`config.mk`:
```
export PLATFORM = sky130hd
export DESIGN_NAME = display_capture
export DESIGN_NICKNAME = d
export VERILOG_FILES = /design/src/rtl/display_capture.sv
export SDC_FILE = /design/constraint.sdc
export NUM_CORES = 1
export LEC_CHECK = 0
export CORE_ASPECT_RATIO = 1.75
export CORE_MARGIN = 5
export CORE_UTILIZATION = 50
export CTS_CLUSTER_SIZE = 25
export DETAILED_ROUTE_END_ITERATION = 16
export PLACE_DENSITY = 0.76
export SLEW_MARGIN = 20
export SYNTH_ARGS = -nofsm -noshare
export SYNTH_HDL_FRONTEND = slang
export SYNTH_SLANG_ARGS = --single-unit
```
`constraint.sdc`:
```
create_clock -name clk -period 3.4 [get_ports clk]
set_input_delay 0.68 -clock clk [delete_from_list [all_inputs] [get_ports clk]]
set_output_delay 0.68 -clock clk [all_outputs]
set_load 0.005 [all_outputs]
```
`src/rtl/display_capture.sv`:
```
// Captures a four-digit multiplexed hex display into a 16-bit frame.
// Optional macro DISPLAY_CAPTURE_STABLE_EN: publish only repeated frames.
module display_capture #(
    parameter int SETTLE = 3
) (
    input  logic        clk,
    input  logic        reset,
    input  logic [3:0]  digit_select,
    input  logic [3:0]  mux1_o,
    output logic [15:0] count,
    output logic        frame_valid,
    output logic        seq_err,
    output logic [7:0]  frame_cnt
);

    typedef enum logic [1:0] {HUNT, D2, D1, D0} state_t;

    state_t      state_q, state_d;
    logic [3:0]  prev_q, prev_d;
    logic [3:0]  settle_q, settle_d;
    logic [11:0] part_q, part_d;
    logic [15:0] count_q, count_d;
    logic        fv_q, fv_d;
    logic        err_q, err_d;
    logic [7:0]  fcnt_q, fcnt_d;

    logic        dwell_done;
    logic        is3, is2, is1, is0;
    logic        onehot, bad;
    logic        complete;
    logic [15:0] frame;

`ifdef DISPLAY_CAPTURE_STABLE_EN
    logic [15:0] ref_q, ref_d;
    logic        ref_vld_q, ref_vld_d;
`endif

    assign is3    = (digit_select == 4'b0111);
    assign is2    = (digit_select == 4'b1011);
    assign is1    = (digit_select == 4'b1101);
    assign is0    = (digit_select == 4'b1110);
    assign onehot = is3 | is2 | is1 | is0;
    assign bad    = !onehot && (digit_select != 4'b1111);
    assign frame  = {part_q, mux1_o};

    // Counter saturates so a long dwell is never accepted twice.
    always_comb begin
        prev_d = digit_select;
        if (digit_select == prev_q) begin
            settle_d = (settle_q == 4'hF) ? 4'hF : settle_q + 4'd1;
        end else begin
            settle_d = 4'd1;
        end
        dwell_done = (settle_d == 4'(SETTLE));
    end

    always_comb begin
        state_d  = state_q;
        part_d   = part_q;
        err_d    = err_q;
        complete = 1'b0;
        if (dwell_done && bad) begin
            err_d   = 1'b1;
            state_d = HUNT;
        end else if (dwell_done && onehot) begin
            unique case (state_q)
                HUNT: begin
                    if (is3) begin
                        part_d[11:8] = mux1_o;
                        state_d      = D2;
                    end
                end
                D2: begin
                    if (is2) begin
                        part_d[7:4] = mux1_o;
                        state_d     = D1;
                    end else begin
                        err_d = 1'b1;
                    end
                end
                D1: begin
                    if (is1) begin
                        part_d[3:0] = mux1_o;
                        state_d     = D0;
                    end else begin
                        err_d = 1'b1;
                    end
                end
                D0: begin
                    if (is0) begin
                        complete = 1'b1;
                        state_d  = HUNT;
                    end else begin
                        err_d = 1'b1;
                    end
                end
                default: state_d = HUNT;
            endcase
            // Out-of-order digit: restart at D2 only if it was digit 3.
            if (state_q != HUNT && !complete && state_d == state_q) begin
                if (is3) begin
                    part_d[11:8] = mux1_o;
                    state_d      = D2;
                end else begin
                    state_d = HUNT;
                end
            end
        end
    end

    always_comb begin
        count_d = count_q;
        fv_d    = 1'b0;
        fcnt_d  = fcnt_q;
`ifdef DISPLAY_CAPTURE_STABLE_EN
        ref_d     = ref_q;
        ref_vld_d = ref_vld_q;
        if (complete) begin
            ref_d     = frame;
            ref_vld_d = 1'b1;
            if (ref_vld_q && frame == ref_q) begin
                count_d = frame;
                fv_d    = 1'b1;
                fcnt_d  = fcnt_q + 8'd1;
            end
        end
`else
        if (complete) begin
            count_d = frame;
            fv_d    = 1'b1;
            fcnt_d  = fcnt_q + 8'd1;
        end
`endif
    end

    always_ff @(posedge clk or posedge reset) begin
        if (reset) begin
            state_q  <= HUNT;
            prev_q   <= 4'hF;
            settle_q <= 4'd0;
            part_q   <= 12'd0;
            count_q  <= 16'd0;
            fv_q     <= 1'b0;
            err_q    <= 1'b0;
            fcnt_q   <= 8'd0;
        end else begin
            state_q  <= state_d;
            prev_q   <= prev_d;
            settle_q <= settle_d;
            part_q   <= part_d;
            count_q  <= count_d;
            fv_q     <= fv_d;
            err_q    <= err_d;
            fcnt_q   <= fcnt_d;
        end
    end

`ifdef DISPLAY_CAPTURE_STABLE_EN
    always_ff @(posedge clk or posedge reset) begin
        if (reset) begin
            ref_q     <= 16'd0;
            ref_vld_q <= 1'b0;
        end else begin
            ref_q     <= ref_d;
            ref_vld_q <= ref_vld_d;
        end
    end
`endif

    assign count       = count_q;
    assign frame_valid = fv_q;
    assign seq_err     = err_q;
    assign frame_cnt   = fcnt_q;

endmodule
```
==> qor.yml <==
post_cts_buffers: 0
ios: 36
clock_latency_ns: 0.30
worstPathRequired_ns: 3.59
cp-end-kind: "register"
r2r_start: "settle_q[0]"
hold_viol: 0
cts-resized-gates: 0
rows: 31
syn_avg_cell_area_um2: 12.9
clockPowerShare: 0.358
p_sw_uw: 224
ys_warn_count: 0
dr.pass1.iters: 4
slew_headroom: 0.577
fin_crit_sh: 0.805
synth_seq_cells: 48
r2r_end: "part_q[7]"
cp_cell_sequence: "ha_1, xor2_1, or4_1, nor4_2, mux2_2"
leakage_uw: 0.00129
hp-class: "reg -> reg"
setup_tns_ns: 0
seqCellArea_mm2: 0.00121
synth_common_cells: "dfrtp_1, mux2_2, mux2_4, nand2_1"
tightest_slew_ns: 0.634
start_util: 0.522
rsz0062_at_grt: "no"
async_flop_share: 1.00
antenna_found_initial: 0
area_growth_pct: 23.0
gp_congestion: 0.861
num-fill-cells: 308
die_x_um: 60.0
fin_crit_ns: 2.74
io_buffer_count: 35
cpMaxStageDelayCell: "or4_1"
swShare: 0.223
cts_tree: "done"
clock-skew-final_ns: 0.00885
grt_util_all_layers: 0.181
wl_um: 4630
p_int_uw: 782
reg2reg_slack_ns: 0.66
drv_cap: 0
drtIter0Drc: 51
synth_top_cell_area_share: 0.504
grt_pass1_vias: 1666
synth_top_cell_by_area: "dfrtp_1"
wl_per_cell_um: 17.9
power.density_mw_per_mm2: 374
ir_worst_vdd_mv: 0.295
cts_sinks: 48
core_area_mm2: 0.00419
gr-total-overflow: 0
grt_pass1_wl_um: 8110
vias: 1489
outcome: "completed"
yosysMostFrequentCell: "dfrtp_1"
grt_max_degree: 32
hp-start: "frame_cnt[7]"
synth.distinct_cells: 40
synth_edf_count: 0
syn_inst: 170
cpPeakStageDelay_ns: 0.70
cts_made_buffers: 5
h-tree-depth: 2
final_util: 0.642
p_comb_frac: 0.066
hold_slack_ns: 0.479
max_freq_mhz: 365
synth.yosys.seq_area_share: 0.552
maxSlewViolCount: 0
antenna_cells: 0
critPathArrivalTime_ns: 2.92
worstHoldEndpoint: "frame_cnt[7]"
drc_errors: 0
whs_path_depth: 1
drive_gt1_frac: 0.239
cts_buffer_depth: 2
hpwl_um: 3450
fin_nets: 221
fp.dieArea_mm2: 0.00585
syn_area_mm2: 0.00219
syn-num-nets: 182
synthFlopType: "dfrtp_1"
via_per_inst: 5.77
cts.reportedPaths.clkPinSlew_ns: 0.08
seqPwrFrac: 0.576
path_class: "reg -> reg"
setup.worst_path.start_class: "register"
crit_path_max_fanout: 16
setup_viol: 0
fp.dieH_um: 97.5
root_buffer: "clkbuf_8"
multiInputGateArea_um2: 911
postCtsHoldBufs: 0
r2r_cells: 5
synth_area_leaders: "dfrtp_1, mux2_2, mux2_4"
drtAntennaViolNets: 0
## layer usage
metal  GRT usage  vias to the layer above  part of all wire
met3      0.0572                        9             0.050
met1       0.205                      757              0.38
met2       0.300                       34              0.55
met5           0                        -                 0
li1            -                      689                 -
met4      0.0785                        0             0.021
## metrics by stage
step | worst slack (ns) | cell area (um^2) | instances | power, uW
floorplan | 0.969 | 2190 | 170 | 629
global placement | 0.530 | 2590 | 251 | 654
detailed placement | 0.422 | 2590 | 251 | 658
CTS | 0.662 | 2690 | 258 | 1010
global route | 0.513 | 2690 | 258 | 1050
finish | 0.663 | 2690 | 258 | 1010
## worst max-delay path: cells and delay by family, from the launching register on
family        cells  cell delay (ns)
fa+ha+maj         1             0.29
mux               1             0.39
flops             1             0.44
xor+xnor          1             0.17
simple gates      2             1.33
## registers in the layout, indices dropped and copies added (netlist names), named ones only
| signal | flops |
|---|---|
| count | 16 |
| frame_cnt | 8 |
| part_q | 8 |
| prev_q | 4 |
| settle_q | 4 |
| state_q | 2 |
| frame_valid | 1 |
| seq_err | 1 |
## cell type report
class	count	share of cell area
multi-input combinational	108	0.339
clock buffer	7	0.0358
inverter	5	0.00698
timing repair buffer	41	0.147
sequential	48	0.449
tap	49	0.0228
## power groups by stage
stage	combinational [uW]	sequential, uW	clock (uW)
detailed placement	66.4	591	0
finish	66.1	580	360
global placement	63.2	591	0
CTS	67.0	580	368
global route	74.4	581	396
floorplan	38.3	590	0
## how the worst max path moves through the flow
stage | startpoint | end | slack, ns | depth (start not counted)
after global routing | settle_q[0] | part_q[5] | 0.51 | 5
after CTS | settle_q[0] | frame_cnt[1] | 0.66 | 6
after floorplan | digit_select[0] | count[0] | 0.97 | 7
after detailed placement | digit_select[0] | frame_cnt[1] | 0.42 | 6
final | settle_q[0] | part_q[7] | 0.66 | 5
after global placement | digit_select[3] | count[14] | 0.53 | 7
## cell families after synthesis
group | count (synthesis) | share of synthesized area
buffers and inverters | 14 | 0.0315
adders and majority gates | 3 | 0.0160
DFF | 48 | 0.552
AOI/OAI and AO/OA | 13 | 0.0424
and+or+nand+nor | 49 | 0.137
muxes | 30 | 0.169
xor gates and xnor gates | 13 | 0.0521
## cell usage in the layout, fill, tap and decap left out, drive strengths merged, types with 2 or more instances in the layout
cell and n:
nor4 9, mux2 29, o31ai 3, xnor2 5, and4 2, nor3 2
dfstp 4, buf 6, inv 5, o21ai 2, a21oi 2, nand4 3
nand2 9, xor2 8, nor2 5, nand3 8, clkdlybuf4s50 35, and3 2
clkbuf 7, dfrtp 44, ha 2
Note: power is estimated with default switching activity, not from simulation.
